$ cat src/rtl/spi_pkg.sv
// Shared frame layout constants and types for the SPI responder that bridges frames to a
// register bank.
package spi_pkg;

  localparam int unsigned FRAME_BITS  = 24;
  localparam int unsigned RW_BIT      = 23;
  localparam int unsigned ADDR_LSB    = 9;
  localparam int unsigned DATA_LSB    = 1;
  localparam int unsigned RD_SLOT_MSB = 7;

  typedef struct packed {
    logic cpol;
    logic cpha;
  } spi_mode_t;

  typedef enum logic [2:0] {
    IDLE,
    RX_HDR,
    RX_DATA,
    DONE,
    WAIT_CS
  } slave_state_t;

  // The sample edge is the rising edge exactly when CPOL equals CPHA.
  function automatic logic sample_on_rise(spi_mode_t m);
    return m.cpol == m.cpha;
  endfunction

endpackage

$ cat src/rtl/spi_sync.sv
// N-stage flop synchronizer for one asynchronous SPI pin, reset to the pin's idle level.
module spi_sync #(
  parameter int unsigned STAGES    = 2,
  parameter logic        RESET_VAL = 1'b0
) (
  input  logic clk,
  input  logic rst,
  input  logic d,
  output logic q
);

  logic [STAGES-1:0] sync_q;

  always_ff @(posedge clk or posedge rst) begin
    if (rst) begin
      sync_q <= {STAGES{RESET_VAL}};
    end else begin
      sync_q <= {sync_q[STAGES-2:0], d};
    end
  end

  assign q = sync_q[STAGES-1];

endmodule

$ cat src/rtl/spi_slave_regif.sv
// SPI responder: oversamples the SPI pins, decodes 24-bit R/W + address + data frames into
// single-cycle register strobes and returns read data on MISO.
module spi_slave_regif
  import spi_pkg::*;
#(
  parameter int unsigned ADDR_WIDTH  = 14,
  parameter int unsigned DATA_WIDTH  = 8,
  parameter int unsigned FRAME_BITS  = 24,
  parameter int unsigned SYNC_STAGES = 2
) (
  input  logic                  clk,
  input  logic                  rst,
  input  logic                  sclk,
  input  logic                  csb,
  input  logic                  mosi,
  output logic                  miso,
  output logic                  miso_oe,
  input  logic [1:0]            spi_mode,
  output logic                  reg_wr_en,
  output logic                  reg_rd_en,
  output logic [ADDR_WIDTH-1:0] reg_addr,
  output logic [DATA_WIDTH-1:0] reg_wdata,
  input  logic [DATA_WIDTH-1:0] reg_rd_data,
  output logic                  frame_done,
  output logic                  frame_err
);

  localparam int unsigned CNT_W = $clog2(FRAME_BITS + 1);
  localparam logic [CNT_W-1:0] CNT_FULL = CNT_W'(FRAME_BITS);
  localparam logic [CNT_W-1:0] CNT_LAST = CNT_W'(FRAME_BITS - 1);
  localparam logic [CNT_W-1:0] CNT_HDR  = CNT_W'(FRAME_BITS - ADDR_LSB);
  localparam logic [CNT_W-1:0] CNT_RD0  = CNT_W'(FRAME_BITS - 1 - RD_SLOT_MSB);

  logic sclk_s, csb_s, mosi_s;

  spi_sync #(.STAGES(SYNC_STAGES), .RESET_VAL(1'b0)) u_sync_sclk (
    .clk(clk), .rst(rst), .d(sclk), .q(sclk_s)
  );
  spi_sync #(.STAGES(SYNC_STAGES), .RESET_VAL(1'b1)) u_sync_csb (
    .clk(clk), .rst(rst), .d(csb), .q(csb_s)
  );
  spi_sync #(.STAGES(SYNC_STAGES), .RESET_VAL(1'b0)) u_sync_mosi (
    .clk(clk), .rst(rst), .d(mosi), .q(mosi_s)
  );

  slave_state_t          state_q, state_d;
  spi_mode_t             mode_q, mode_d;
  logic [CNT_W-1:0]      cnt_q, cnt_d;
  // Holds frame bits 23..1; the pad bit is never shifted in.
  logic [FRAME_BITS-2:0] rx_q, rx_d;
  logic [DATA_WIDTH-1:0] tx_q, tx_d;
  logic                  rd_frame_q, rd_frame_d;
  logic                  miso_q, miso_d;
  logic                  sclk_prev_q, csb_prev_q, cap_q;
  logic                  wr_en_q, wr_en_d, rd_en_q, rd_en_d;
  logic                  done_q, done_d, err_q, err_d;
  logic [ADDR_WIDTH-1:0] addr_q, addr_d;
  logic [DATA_WIDTH-1:0] wdata_q, wdata_d;

  logic sclk_rise, sclk_fall, csb_fall, in_rx, samp_edge, drv_edge, sample;

  assign sclk_rise = sclk_s & ~sclk_prev_q;
  assign sclk_fall = ~sclk_s & sclk_prev_q;
  assign csb_fall  = ~csb_s & csb_prev_q;
  assign in_rx     = (state_q == RX_HDR) || (state_q == RX_DATA);
  assign samp_edge = sample_on_rise(mode_q) ? sclk_rise : sclk_fall;
  assign drv_edge  = sample_on_rise(mode_q) ? sclk_fall : sclk_rise;
  assign sample    = in_rx & samp_edge;

  always_comb begin
    state_d    = state_q;
    mode_d     = mode_q;
    cnt_d      = cnt_q;
    rx_d       = rx_q;
    tx_d       = tx_q;
    rd_frame_d = rd_frame_q;
    miso_d     = miso_q;
    addr_d     = addr_q;
    wdata_d    = wdata_q;
    wr_en_d    = 1'b0;
    rd_en_d    = 1'b0;
    done_d     = 1'b0;
    err_d      = 1'b0;

    if (sample) begin
      cnt_d = cnt_q + 1'b1;
      if (cnt_q != CNT_LAST) begin
        rx_d = {rx_q[FRAME_BITS-3:0], mosi_s};
      end
    end

    if (cap_q) begin
      tx_d = reg_rd_data;
    end

    // Read-data slots open once the first 16 bits are in; every other drive edge idles MISO.
    if (in_rx && drv_edge) begin
      if (rd_frame_q && cnt_q >= CNT_RD0 && cnt_q < CNT_FULL) begin
        miso_d = tx_q[DATA_WIDTH-1];
        tx_d   = {tx_q[DATA_WIDTH-2:0], 1'b0};
      end else begin
        miso_d = 1'b0;
      end
    end

    unique case (state_q)
      IDLE: begin
        if (csb_fall) begin
          state_d    = RX_HDR;
          mode_d     = spi_mode_t'(spi_mode);
          cnt_d      = '0;
          rx_d       = '0;
          rd_frame_d = 1'b0;
          miso_d     = 1'b0;
        end
      end
      RX_HDR: begin
        if (sample && cnt_d == CNT_HDR) begin
          state_d    = RX_DATA;
          addr_d     = rx_d[ADDR_WIDTH-1:0];
          rd_frame_d = ~rx_d[RW_BIT-ADDR_LSB];
          rd_en_d    = ~rx_d[RW_BIT-ADDR_LSB];
        end
      end
      RX_DATA: begin
        if (sample && cnt_d == CNT_FULL) begin
          state_d = DONE;
          done_d  = 1'b1;
          miso_d  = 1'b0;
          if (rx_q[FRAME_BITS-2]) begin
            wr_en_d = 1'b1;
            wdata_d = rx_q[DATA_LSB-1 +: DATA_WIDTH];
          end
        end
      end
      DONE:    state_d = WAIT_CS;
      WAIT_CS: state_d = WAIT_CS;
      default: state_d = IDLE;
    endcase

    // CSB release is evaluated after any coincident sample, so a 24th bit still completes.
    if (csb_s && state_q != IDLE) begin
      state_d = IDLE;
      miso_d  = 1'b0;
      if (cnt_d != '0 && cnt_d != CNT_FULL) begin
        err_d = 1'b1;
      end
    end
  end

  always_ff @(posedge clk or posedge rst) begin
    if (rst) begin
      state_q     <= IDLE;
      mode_q      <= '0;
      cnt_q       <= '0;
      rx_q        <= '0;
      tx_q        <= '0;
      rd_frame_q  <= 1'b0;
      miso_q      <= 1'b0;
      sclk_prev_q <= 1'b0;
      csb_prev_q  <= 1'b1;
      cap_q       <= 1'b0;
      wr_en_q     <= 1'b0;
      rd_en_q     <= 1'b0;
      done_q      <= 1'b0;
      err_q       <= 1'b0;
      addr_q      <= '0;
      wdata_q     <= '0;
    end else begin
      state_q     <= state_d;
      mode_q      <= mode_d;
      cnt_q       <= cnt_d;
      rx_q        <= rx_d;
      tx_q        <= tx_d;
      rd_frame_q  <= rd_frame_d;
      miso_q      <= miso_d;
      sclk_prev_q <= sclk_s;
      csb_prev_q  <= csb_s;
      cap_q       <= rd_en_q;
      wr_en_q     <= wr_en_d;
      rd_en_q     <= rd_en_d;
      done_q      <= done_d;
      err_q       <= err_d;
      addr_q      <= addr_d;
      wdata_q     <= wdata_d;
    end
  end

  assign miso       = miso_q;
  assign miso_oe    = ~csb_s;
  assign reg_wr_en  = wr_en_q;
  assign reg_rd_en  = rd_en_q;
  assign reg_addr   = addr_q;
  assign reg_wdata  = wdata_q;
  assign frame_done = done_q;
  assign frame_err  = err_q;

endmodule

$ cat config.mk
export PLATFORM = sky130hd
export DESIGN_NAME = spi_slave_regif
export DESIGN_NICKNAME = d
export VERILOG_FILES = /design/src/rtl/spi_pkg.sv /design/src/rtl/spi_sync.sv /design/src/rtl/spi_slave_regif.sv
export SDC_FILE = /design/constraint.sdc
export NUM_CORES = 1
export LEC_CHECK = 0
export ABC_AREA = 1
export BUFFER_PORTS_ARGS = -buffer_cell sky130_fd_sc_hd__buf_2
export CORE_MARGIN = 2
export CORE_UTILIZATION = 55
export CTS_CLUSTER_SIZE = 30
export DETAILED_ROUTE_END_ITERATION = 10
export GPL_TIMING_DRIVEN = 0
export PLACE_DENSITY = 0.76
export SETUP_SLACK_MARGIN = 0.15
export SLEW_MARGIN = 20
export SYNTH_ARGS = -nofsm -noshare
export SYNTH_HDL_FRONTEND = slang
export SYNTH_SLANG_ARGS = --single-unit
export TNS_END_PERCENT = 10
$ cat constraint.sdc
create_clock -name clk -period 3.2 [get_ports clk]
set_input_delay 0.32 -clock clk [delete_from_list [all_inputs] [get_ports clk]]
set_output_delay 0.32 -clock clk [all_outputs]
set_load 0.02 [all_outputs]
# Word level (Yosys, flattened, before mapping)

Index checks and enable logic that the tools add are counted.

Bits in registers: 78
Input port bits: 15
Output and inout port bits: 28

Add/subtract/negate cells: 1
$lt $le $gt $ge: 2
Equality and inequality tests: 14
Muxes and demuxes: 35
Bitwise operators: 8
Reductions and logical operators: 18

Operators with widths:

| cell                                                             | count |
|---|---|
| 23-bit two-way mux                                               | 4 |
| 8-bit two-way mux                                                | 3 |
| 1-bit two-way mux                                                | 18 |
| 5-bit two-way mux                                                | 3 |
| 3-bit two-way mux                                                | 4 |
| 3-bit one-hot mux with 4 select lines                            | 1 |
| 5-bit != test (second input constant)                            | 2 |
| 3-bit AND reduction                                              | 3 |
| 1-bit logical AND                                                | 7 |
| 3-bit by 2-bit == test with 1-bit output (second input constant) | 2 |
| 3-bit by 1-bit != test with 1-bit output (second input constant) | 2 |
| 5-bit by 1-bit adder with 5-bit output (second input constant)   | 1 |
| 5-bit by 4-bit == test with 1-bit output (second input constant) | 1 |
| 5-bit == test (second input constant)                            | 1 |
| 5-bit >= comparator (second input constant)                      | 1 |
| 5-bit less-than comparator (second input constant)               | 1 |
| 5-bit nonzero test                                               | 1 |
| 1-bit AND                                                        | 4 |
| 1-bit NOT                                                        | 4 |
| 1-bit one-hot mux with 2 select lines                            | 2 |
| 2-bit AND reduction                                              | 2 |
| 3-bit by 1-bit == test with 1-bit output (second input constant) | 1 |
| 3-bit == test (second input constant)                            | 1 |
| 3-bit zero test                                                  | 1 |
| other kinds (8)                                                  | 8 |

# Logic depth before layout (Yosys ltp)

Gate-level depths: netlist of the first run.

Word-level depth: 11
Depth in mapped cells: 14

# Hierarchy

From an unflattened synthesis of the first run, not the netlist that was laid out.

Cells, all modules: 386
Area total of the unflattened synthesis: 3427.0 um2

By module, submodules not included:

| module                     | times used | cells an instance | area an instance (um2) | sequential area each (um2) |
|---|---|---|---|---|
| spi_slave_regif            | 1          | 377               | 3263.1                 | 1803.0 |
| spi_sync (u_sync_mosi ...) | 2          | 3                 | 53.8                   | 50.0 |
| spi_sync (u_sync_csb)      | 1          | 3                 | 56.3                   | 52.6 |

# Worst setup path after synthesis of the first run

Ideal clock, no wire load.

Kind: reg2reg
From: reg state_q[2]
To: reg wdata_q[5] (netlist: reg_wdata[5])
Library setup time: 0.117 ns
Arrival: 1.663 ns
Slack: 1.420 ns
Cell stages (with the launch flop): 14
Clock period less this slack: 1.780 ns
Path through: dfrtp_1 > nor2_2 > nand2_2 > nand2_4 > nand3_4 > nand2_2 > nand2_1 > nor2_4 > nand2_2 > nor2_4 > nand3_4 > buf_6 > nand2_2 > o21ai_2

Longest elaborated chain between the ends: 7
Elaborated cells on any way between the ends: 8
Those cells by class: eq/ne: 3; mux: 1; bitwise: 1; reduce/logical: 3

Ends and longest elaborated chain:

| what                                                                                                        | RTL line                                      | source |
|---|---|---|
| start, declared                                                                                             | spi_slave_regif.sv:46                         | `slave_state_t state_q, state_d;` |
| start signal, assigned                                                                                      | spi_slave_regif.sv:170                        | `state_q <= state_d;` |
| 3-bit by 1-bit == test with 1-bit output / 3-bit by 2-bit == test with 1-bit output (equally long branches) | spi_slave_regif.sv:65, spi_slave_regif.sv:106 |  |
| 1-bit logical OR                                                                                            | spi_slave_regif.sv:65                         | `assign in_rx = (state_q == RX_HDR) \|\| (state_q == RX_DATA);` |
| 1-bit AND                                                                                                   | spi_slave_regif.sv:68                         | `assign sample = in_rx & samp_edge;` |
| 5-bit two-way mux                                                                                           | spi_slave_regif.sv:85                         | `if (sample) begin` |
| 5-bit == test                                                                                               | spi_slave_regif.sv:126                        | `if (sample && cnt_d == CNT_FULL) begin` |
| 1-bit logical AND                                                                                           | spi_slave_regif.sv:126                        |  |
| 3-bit AND reduction (no source line) (*)                                                                    | -                                             |  |
| end signal, assigned                                                                                        | spi_slave_regif.sv:185                        | `wdata_q <= wdata_d;` |
| end, declared                                                                                               | spi_slave_regif.sv:58                         | `logic [DATA_WIDTH-1:0] wdata_q, wdata_d;` |

Mark *: on every way between the ends. The rest lies on a longest branch, timed or not.
A chain may end at the register's enable or synchronous reset.

# Final worst setup path of the first run

From: reg state_q[1]
To: reg addr_q[3] (netlist: reg_addr[3])

Longest elaborated chain between the ends: 7
Elaborated cells on any way between the ends: 9
Those cells by class: eq/ne: 3; mux: 2; bitwise: 1; reduce/logical: 3

Ends and longest elaborated chain:

| what                                                                                                        | RTL line                                      | source |
|---|---|---|
| 3-bit by 1-bit == test with 1-bit output / 3-bit by 2-bit == test with 1-bit output (equally long branches) | spi_slave_regif.sv:65, spi_slave_regif.sv:106 |  |
| 1-bit logical OR                                                                                            | spi_slave_regif.sv:65                         |  |
| 1-bit AND                                                                                                   | spi_slave_regif.sv:68                         |  |
| 5-bit two-way mux                                                                                           | spi_slave_regif.sv:85                         |  |
| 5-bit by 4-bit == test with 1-bit output                                                                    | spi_slave_regif.sv:118                        | `if (sample && cnt_d == CNT_HDR) begin` |
| 1-bit logical AND                                                                                           | spi_slave_regif.sv:118                        |  |
| 2-bit AND reduction (no source line)                                                                        | -                                             |  |
| end signal, assigned                                                                                        | spi_slave_regif.sv:184                        | `addr_q <= addr_d;` |
| end, declared                                                                                               | spi_slave_regif.sv:57                         | `logic [ADDR_WIDTH-1:0] addr_q, addr_d;` |

Parallel ways exist; a longest one is shown, timed or not.

==> run metrics, run 1 <==
status=complete, no violations; worst r2r dst=reg_addr[3]; VDD IR-drop max=358 uV; FF-to-FF setup slack=1.03 ns; synthesized net count=396; total CTS buffers=9; Global Route Usage Sum=21.6%; Worst setup endpoint=reg_addr[3]; post-CTS resize count=0; vias=2,589; initial antenna violation count=0; DR DRC count=0; DIE WIDTH=82.8 um; router iterations before antenna repair=4; max-cap violation count=0; Power Total=2.92 mW; average size of a mapped cell=9.00 um^2; FMAX=462 MHz; post-route ant nets=0; CP Launch Type=flop; asr flop ratio synth=100%; Reg clk slew, reported paths=0.08 ns; clk_lat worst skew=0.35 ns; fin. max-slew vios=0; routability cong.=0.787; clock buffer depth=2; Syn. warnings=0; area share of the largest cell type after synthesis=54.9%; setup_tns=0 ns; vias in the first global route=2,650; Final setup viols=0; Post-synth EDFFs=0; crit path DAT=2.39 ns; number of diodes=0; H-tree depth=3; hold_buf cts=0; area of the multi-input gates=0.00117 mm^2; CTS tree=built; total I/O pin count=43; power per cell area=740 mW/mm^2; Worst Hold Class=input pin to asynchronous set/reset pin; Die Y=82.8 um; initial core utilization=57.4%; slew margin rel.=62.5%; FF/Latch Area=0.00196 mm^2; fin nets=450; critical path class=flop to flop; PortBufs=42; CP max FO=10; gr ovfl total=0; CTS root buffer=clkbuf_8; Post-Syn Area=0.00342 mm^2; Synth area leaders=dfrtp_1 55%, nand2_1 8.9%, inv_1 6.4%; Setup Buffers After CTS=0; worst reg-to-reg path cell count=9; crit path capture type=flop; fin crit period=2.17 ns; most frequently used cell type in the post-synthesis netlist=nand2_1; Core Box Area=0.00596 mm^2; fill cell count=468; ys flop type=dfrtp_1; worst r2r src=state_q[1]; largest net degree at the start of global routing=46; Routed WL=6710 um; layout cells sized above 1=21.2%; critical path launch point=state_q[1]; Post-synth top cells=81 x nand2_1, 75 x dfrtp_1, 58 x inv_1; CTS Sinks=78; die area=0.00686 mm^2; vias per cell=5.04; # rows=28; area grow syn2layout=15.7%; Syn Inst Count=380; global-route wire length before repair=12,000 um; post-synthesis sequential area ratio=57.2%; initial drt markers=135; Synth cell types=33; final hold vios=0; Worst Path Required=3.42 ns; WL/cell=13.1 um; RSZ-0062 raised after global routing=no; final worst-path cycle share=67.7%; Yosys reg bits=78; slew at the pin with the worst max-slew slack=0.562 ns; Leak=1.97 nW; skew final=0.00801 ns; Post-DP HPWL=4770 um; post-synth top area cell=dfrtp_1
## cell usage in the layout (no fill, tap or decap), types with 2 or more instances in the layout
master / synthesis / final
nand2_1: 81 / 81
dfrtp_1: 75 / 75
inv_1: 58 / 57
buf_2: 5 / 47
nor2_1: 33 / 33
o21ai_0: 23 / 23
o21ai_1: 19 / 19
nand3_1: 14 / 14
clkbuf_8: 0 / 11
a21oi_1: 10 / 10
o21ai_2: 9 / 9
o22ai_1: 8 / 8
mux2i_1: 7 / 7
nand2_2: 5 / 5
nand4_1: 5 / 5
clkbuf_1: 4 / 5
dfstp_2: 3 / 3
nor2_2: 2 / 2
nand3_4: 2 / 2
nor2_4: 2 / 2
inv_2: 2 / 2
clkinvlp_4: 0 / 2
## where the power goes
group,total [mW],switching [mW],internal (mW)
Combinational,0.914,0.632,0.282
Clock,0.768,0.361,0.406
Sequential,1.24,0.101,1.14
Total,2.92,1.09,1.83
## state kept, by name, summed over array words and instances (netlist names), 3 cells and up
name	count
rx_q	23
reg_addr	14
reg_wdata	8
tx_q	8
cnt_q	5
state_q	3
## stage by stage
| step | std cells | hold WS (ns) | cell area [um^2] | worst slack, ns | utilization, % |
|---|---|---|---|---|---|
| global route | 514 | 0.0527 | 3950 | 0.794 | 66.4 |
| global placement | 497 | 0.333 | 3720 | 0.0383 | 62.5 |
| finish | 514 | 0.0244 | 3950 | 1.03 | 66.4 |
| CTS | 514 | 0.0392 | 3950 | 1.02 | 66.4 |
| floorplan | 380 | 0.324 | 3420 | 0.890 | - |
| detailed placement | 498 | 0.338 | 3740 | 1.10 | 62.9 |
## critical path: stages, from the launching register on
cell and delay (ns):
dfrtp_1 0.42, inv_1 0.09, nand3b_1 0.17, nand2_4 0.17, nand3_4 0.15, a21oi_4 0.28, clkbuf_1 0.38, o21ai_0 0.17
inv_1 0.12, o21ai_1 0.08
## layout make-up
| cell class | instances | area share (%) |
|---|---|---|
| Sequential cell | 78 | 49.5 |
| Tap cell | 75 | 2.37 |
| Inverter | 61 | 5.85 |
| Clock buffer | 12 | 3.92 |
| Timing Repair Buffer | 43 | 5.82 |
| Clock inverter | 4 | 1.36 |
| Buffer | 12 | 1.58 |
| Multi-Input combinational cell | 229 | 29.6 |
## per-layer routing
layer  global-route usage, %  vias to the layer above  share of wire, %
met4                    8.64                        0               2.0
met2                    34.6                       65                48
met5                       0                        -                 0
li1                        -                     1310                 -
met1                    28.5                     1200                46
met3                    5.07                       14               3.6
## how the worst min path moves through the flow
stage | start | to | slack (ns) | depth (start not counted)
finish | rst | cap_q | 0.02 | 2
floorplan | csb | u_sync_csb.sync_q[0] | 0.32 | 0
global placement | u_sync_mosi.sync_q[0] | u_sync_mosi.sync_q[1] | 0.33 | 0
global route | csb | u_sync_csb.sync_q[0] | 0.05 | 1
CTS | rst | cap_q | 0.04 | 2
detailed placement | u_sync_sclk.sync_q[0] | u_sync_sclk.sync_q[1] | 0.34 | 0
## kinds of logic after synthesis
kind of cell / Yosys count / share of synthesized area (%)
simple gates: 148 / 19.3
flops: 78 / 57.2
compound gates: 73 / 12.5
buf+inv: 73 / 8.53
mux: 7 / 2.05
fa+ha+maj: 1 / 0.366
(Power assumes the default switching activity.)
==> run 2: changes to the inputs <==
- clock period: 3.2 -> 2.3 ns (I/O delays scaled with it)
==> run metrics, run 2 (synthesis gave the netlist of run 1 again) <==
global-route wire length before repair=11,700 um (was 12,000 um); routability cong.=0.772 (was 0.787); total I/O pin count=43 (unchanged); GR Util met2=32.6% (was 34.6%); clk_lat worst skew=0.34 ns (was 0.35 ns); vias per cell=5.07 (was 5.04); # rows=28 (unchanged); crit path DAT=2.31 ns (was 2.39 ns); Die Y=82.8 um (unchanged); Final WS setup=0.260 ns (was 1.03 ns); fin crit period=2.04 ns (was 2.17 ns); CP Launch Type=flop (unchanged); DIE WIDTH=82.8 um (unchanged); Power Total=4.34 mW (was 2.92 mW); Worst Path Required=2.57 ns (was 3.42 ns); vias in the first global route=2,521 (was 2,650); router iterations before antenna repair=5 (was 4); most frequent cells in the layout=80 x nand2_1, 74 x dfrtp_1, 57 x inv_1 (was 81 x nand2_1, 75 x dfrtp_1, 57 x inv_1); skew final=0.00401 ns (was 0.00801 ns); Routed WL=6980 um (was 6710 um); CTS root buffer=clkbuf_8 (unchanged); Core Box Area=0.00596 mm^2 (unchanged); Final setup viols=0 (unchanged); initial antenna violation count=0 (unchanged); fin. max-slew vios=0 (unchanged); power per cell area=1040 mW/mm^2 (was 740 mW/mm^2); Reg clk slew, reported paths=0.08 ns (about the same); FMAX=490 MHz (was 462 MHz); initial drt markers=220 (was 135); CP max FO=10 (unchanged); layout cells sized above 1=24.2% (was 21.2%); gr ovfl total=0 (unchanged); Post-DP HPWL=4720 um (was 4770 um); vias=2,684 (was 2,589); die area=0.00686 mm^2 (unchanged); slew margin rel.=62.6% (was 62.5%); PortBufs=42 (unchanged); final worst-path cycle share=88.7% (was 67.7%); WL/cell=13.2 um (was 13.1 um); CTS tree=built (unchanged); critical path class=flop to flop (unchanged); setup_tns=0 ns (unchanged); post-route ant nets=0 (unchanged); RSZ-0062 raised after global routing=yes (was no); Worst Hold Class=input pin to flop (was input pin to asynchronous set/reset pin); initial core utilization=57.4% (unchanged); number of diodes=0 (unchanged); VDD IR-drop max=552 uV (was 358 uV); max FFs per register=23 (unchanged); Global Route Usage Sum=20.9% (was 21.6%); commonest non-fill, non-tap cell in the layout=nand2_1 (unchanged); area grow syn2layout=21.8% (was 15.7%); clock buffer depth=2 (unchanged); fin nets=465 (was 450); pre-CTS setup slack=0.171 ns (was 1.10 ns); largest net degree at the start of global routing=24 (was 46); CTS Sinks=78 (unchanged); met3 usage=4.87% (was 5.07%); M1 GR Usage=29.0% (was 28.5%); Leak=2.07 nW (was 1.97 nW); slew at the pin with the worst max-slew slack=0.562 ns (about the same); H-tree depth=3 (unchanged); crit path capture type=flop (unchanged); final hold vios=0 (unchanged); max-cap violation count=0 (unchanged); Reg with most FFs=rx_q (unchanged); busiest grt layer=met2 (unchanged); status=complete, no violations (unchanged); DR DRC count=0 (unchanged); total CTS buffers=9 (unchanged)
-- run 2: cell count changes in the layout (fill, tap and decap cells not counted), moves of 2 or more --
| cell | change |
|---|---|
| buf_4 | +8 |
| dlygate4sd3_1 | +4 |
| buf_16 | +3 |
| clkbuf_1 | -3 |
| clkbuf_2 | +2 |
-- run 2: final timing paths --
| check | from | endpoint | slack, ns | cells after the start |
|---|---|---|---|---|
| max | cnt_q[0] | reg_addr[6] | 0.26 | 9 |
| min | spi_mode[0] | mode_q[0] | 0.11 | 3 |
| max reg2reg | cnt_q[0] | reg_addr[6] | 0.26 | 9 |
| min reg2reg | u_sync_csb.sync_q[0] | u_sync_csb.sync_q[1] | 0.36 | 0 |
| max in group asynchronous | rst | reg_addr[13] | 1.24 | 5 |
| min in group asynchronous | rst | u_sync_sclk.sync_q[0] | 0.44 | 3 |
-- run 2: report_power, final --
part | total (mW) | internal, mW | switching (mW)
Clock | 1.14 | 0.643 | 0.495
Combinational | 1.47 | 0.518 | 0.956
Sequential | 1.73 | 1.59 | 0.142
-- run 2: per-layer routing --
metal  vias to the layer above  wire length [um]
met5                         -                 0
met4                         0               127
met1                      1261              3180
met2                        68              3400
met3                        14               269
li1                       1341                 -
-- run 2: worst max-delay path, stage by stage, from the launching register on --
cell and delay (ns):
dfrtp_2 0.45, ha_1 0.23, nand2_1 0.09, inv_1 0.09, nor2_1 0.21, nand4_1 0.12
nor2_1 0.20, nand4_1 0.16, clkbuf_2 0.25, o21ai_1 0.17
-- run 2: per-stage QoR --
| step | hold WS [ns] | cell area, um^2 | cells | utilization (%) |
|---|---|---|---|---|
| 4_1_cts | 0.106 | 4070 | 520 | 68.4 |
| 3_5_place_dp | 0.275 | 3810 | 500 | 63.9 |
| 5_1_grt | 0.111 | 4160 | 529 | 69.9 |
| 2_1_floorplan | 0.234 | 3420 | 380 | - |
| 6_report | 0.111 | 4160 | 529 | 69.9 |
| 3_3_place_gp | 0.334 | 3730 | 497 | 62.6 |
-- run 2: area by class of cell --
cell class,instances,area (um^2)
Clock buffer,11,141
Clock inverter,5,81.3
Buffer,12,66.3
Inverter,61,233
Timing Repair Buffer,57,393
Multi-Input combinational cell,230,1200
Tap cell,75,93.8
Fill cell,477,1790
Sequential cell,78,1960
-- run 2: timing repair --
item                                   4_1_cts  5_1_grt
hold buffers                                 4        0
pin swaps                                    0        1
setup buffers                                0        8
setup endpoints to repair                    5       59
gates cloned                                 0        1
endpoints found under the hold margin       18        0
resized for setup                            1       10
==> run 3: changes to the inputs <==
- CORE_ASPECT_RATIO: unset -> 0.7
==> run metrics, run 3 (synthesis gave the netlist of run 1 again) <==
fill cell count=448 (was 477); total I/O pin count=43 (unchanged); area grow syn2layout=19.9% (was 21.8%); final hold vios=0 (unchanged); clock buffer depth=2 (unchanged); vias=2,672 (was 2,684); CP Launch Type=flop (unchanged); initial core utilization=58.2% (was 57.4%); Core Box Area=0.00587 mm^2 (was 0.00596 mm^2); WL/cell=13.5 um (was 13.2 um); DR DRC count=0 (unchanged); VDD IR-drop max=513 uV (was 552 uV); post-layout util=69.8% (was 69.9%); die area=0.00687 mm^2 (was 0.00686 mm^2); CP max FO=10 (unchanged); Routed WL=7030 um (was 6980 um); Setup Buffers After CTS=0 (unchanged); status=complete, no violations (unchanged); final worst-path cycle share=88.0% (was 88.7%); # rows=23 (was 28); total CTS buffers=9 (unchanged); slew margin rel.=62.7% (was 62.6%); vias per cell=5.13 (was 5.07); RSZ-0062 raised after global routing=yes (unchanged); max FFs per register=23 (unchanged); initial drt markers=135 (was 220); CTS root buffer=clkbuf_8 (unchanged); Final WS setup=0.276 ns (was 0.260 ns); routability cong.=0.818 (was 0.772); post-route ant nets=0 (unchanged); critical path class=flop to flop (unchanged); Final setup viols=0 (unchanged); Post-DP HPWL=4950 um (was 4720 um); slew at the pin with the worst max-slew slack=0.559 ns (was 0.562 ns); CTS Sinks=78 (unchanged); FMAX=494 MHz (was 490 MHz); Reg with most FFs=rx_q (unchanged); most frequent cells in the layout=81 x nand2_1, 75 x dfrtp_1, 57 x inv_1 (was 80 x nand2_1, 74 x dfrtp_1, 57 x inv_1); global-route wire length before repair=12,000 um (was 11,700 um); fin nets=457 (was 465); Net Sw Power=1.55 mW (was 1.59 mW); internal power=2.62 mW (was 2.75 mW); gr ovfl total=0 (unchanged); setup_tns=0 ns (unchanged); Worst Path Required=2.55 ns (was 2.57 ns); vias in the first global route=2,586 (was 2,521); CTS tree=built (unchanged); Combinational Power Share=31.7% (was 33.9%); skew final=0.0119 ns (was 0.00401 ns); layout cells sized above 1=22.6% (was 24.2%); Post-Place Cell Area=0.00381 mm^2 (unchanged); Finished Cell Area=0.00410 mm^2 (was 0.00416 mm^2); power per cell area=1020 mW/mm^2 (was 1040 mW/mm^2); Global Route Usage Sum=22.1% (was 20.9%); Die Y=70.0 um (was 82.8 um); H-tree depth=3 (unchanged); clk_lat worst skew=0.35 ns (was 0.34 ns); fin. max-slew vios=0 (unchanged); crit path capture type=flop (unchanged); PortBufs=42 (unchanged); max-cap violation count=0 (unchanged); switching portion of total power=37.2% (was 36.7%); Clock Power Share=26.8% (was 26.2%); initial antenna violation count=0 (unchanged); number of diodes=0 (unchanged); crit path DAT=2.28 ns (was 2.31 ns); pre-CTS setup slack=0.159 ns (was 0.171 ns); sequential share of power=41.5% (was 39.9%); DIE WIDTH=98.2 um (was 82.8 um); router iterations before antenna repair=4 (was 5); fin crit period=2.02 ns (was 2.04 ns); Leak=2.03 nW (was 2.07 nW); Worst Hold Class=input pin to flop (unchanged); largest net degree at the start of global routing=23 (was 24); commonest non-fill, non-tap cell in the layout=nand2_1 (unchanged); Reg clk slew, reported paths=0.09 ns (was 0.08 ns)
[run 3: cell count changes in the layout (fill, tap and decap cells not counted)]
cell	delta
buf_4	-8
clkinv_4	+3
clkbuf_1	-1
clkbuf_8	-1
dfrtp_1	+1
dfrtp_2	-1
inv_6	-1
nand2_1	+1
nand2_2	-1
[run 3: stage by stage]
stage	cells	total power, mW	hold WS, ns
6_report	521	4.18	0.110
2_1_floorplan	380	2.71	0.234
3_5_place_dp	500	3.02	0.275
5_1_grt	521	4.47	0.115
4_1_cts	520	4.16	0.0998
3_3_place_gp	497	2.93	0.335
[run 3: path summary, 6_finish.rpt]
check	from	endpoint	slack (ns)	cells past startpoint
max	cnt_q[0]	reg_wdata[5]	0.28	14
min	spi_mode[1]	mode_q[1]	0.11	3
max reg2reg	cnt_q[0]	reg_wdata[5]	0.28	14
min reg2reg	u_sync_csb.sync_q[0]	u_sync_csb.sync_q[1]	0.36	0
max in group asynchronous	rst	csb_prev_q	0.98	6
min in group asynchronous	rst	cnt_q[0]	0.43	3
[run 3: area by class of cell]
type | count | area (um^2) | share of cell area, %
Timing Repair Buffer | 49 | 333 | 8.12
Buffer | 12 | 66.3 | 1.62
Clock inverter | 7 | 98.8 | 2.41
Inverter | 61 | 233 | 5.68
Tap cell | 75 | 93.8 | 2.29
Sequential cell | 78 | 1960 | 47.7
Multi-Input combinational cell | 230 | 1200 | 29.2
Clock buffer | 9 | 124 | 3.02
[run 3: power groups by stage]
stage / Combinational [mW] / Clock, mW / Sequential, mW
floorplan: 0.976 / 0 / 1.74
global placement: 1.19 / 0 / 1.74
detailed placement: 1.26 / 0 / 1.76
CTS: 1.28 / 1.15 / 1.73
global route: 1.50 / 1.21 / 1.76
finish: 1.32 / 1.12 / 1.73
[run 3: repair_timing]
| item | 4_1_cts | 5_1_grt |
|---|---|---|
| endpoints found under the setup margin | 4 | 53 |
| hold endpoints to repair | 21 | 0 |
| hold buffers | 4 | 0 |
| cloned | 0 | 1 |
| pin swaps | 0 | 0 |
| gates resized for setup | 1 | 8 |
[run 3: routing by layer]
layer | GRT usage [%] | vias up | share of wire (%)
li1 | - | 1322 | -
met1 | 31.0 | 1260 | 48
met2 | 34.1 | 75 | 45
met3 | 7.01 | 15 | 5.5
met4 | 5.18 | 0 | 1.5
met5 | 0 | - | 0
[run 3: critical path, stage by stage (launching register included)]
cell and delay (ns):
dfrtp_1 0.44, ha_1 0.24, nand2_1 0.10, inv_1 0.10
nand3_1 0.08, nand2_1 0.05, inv_1 0.10, o21ai_4 0.09
nor2_2 0.10, nand2_2 0.07, nor2_4 0.11, nand3_4 0.14
buf_6 0.20, nand2_2 0.06, o21ai_2 0.04
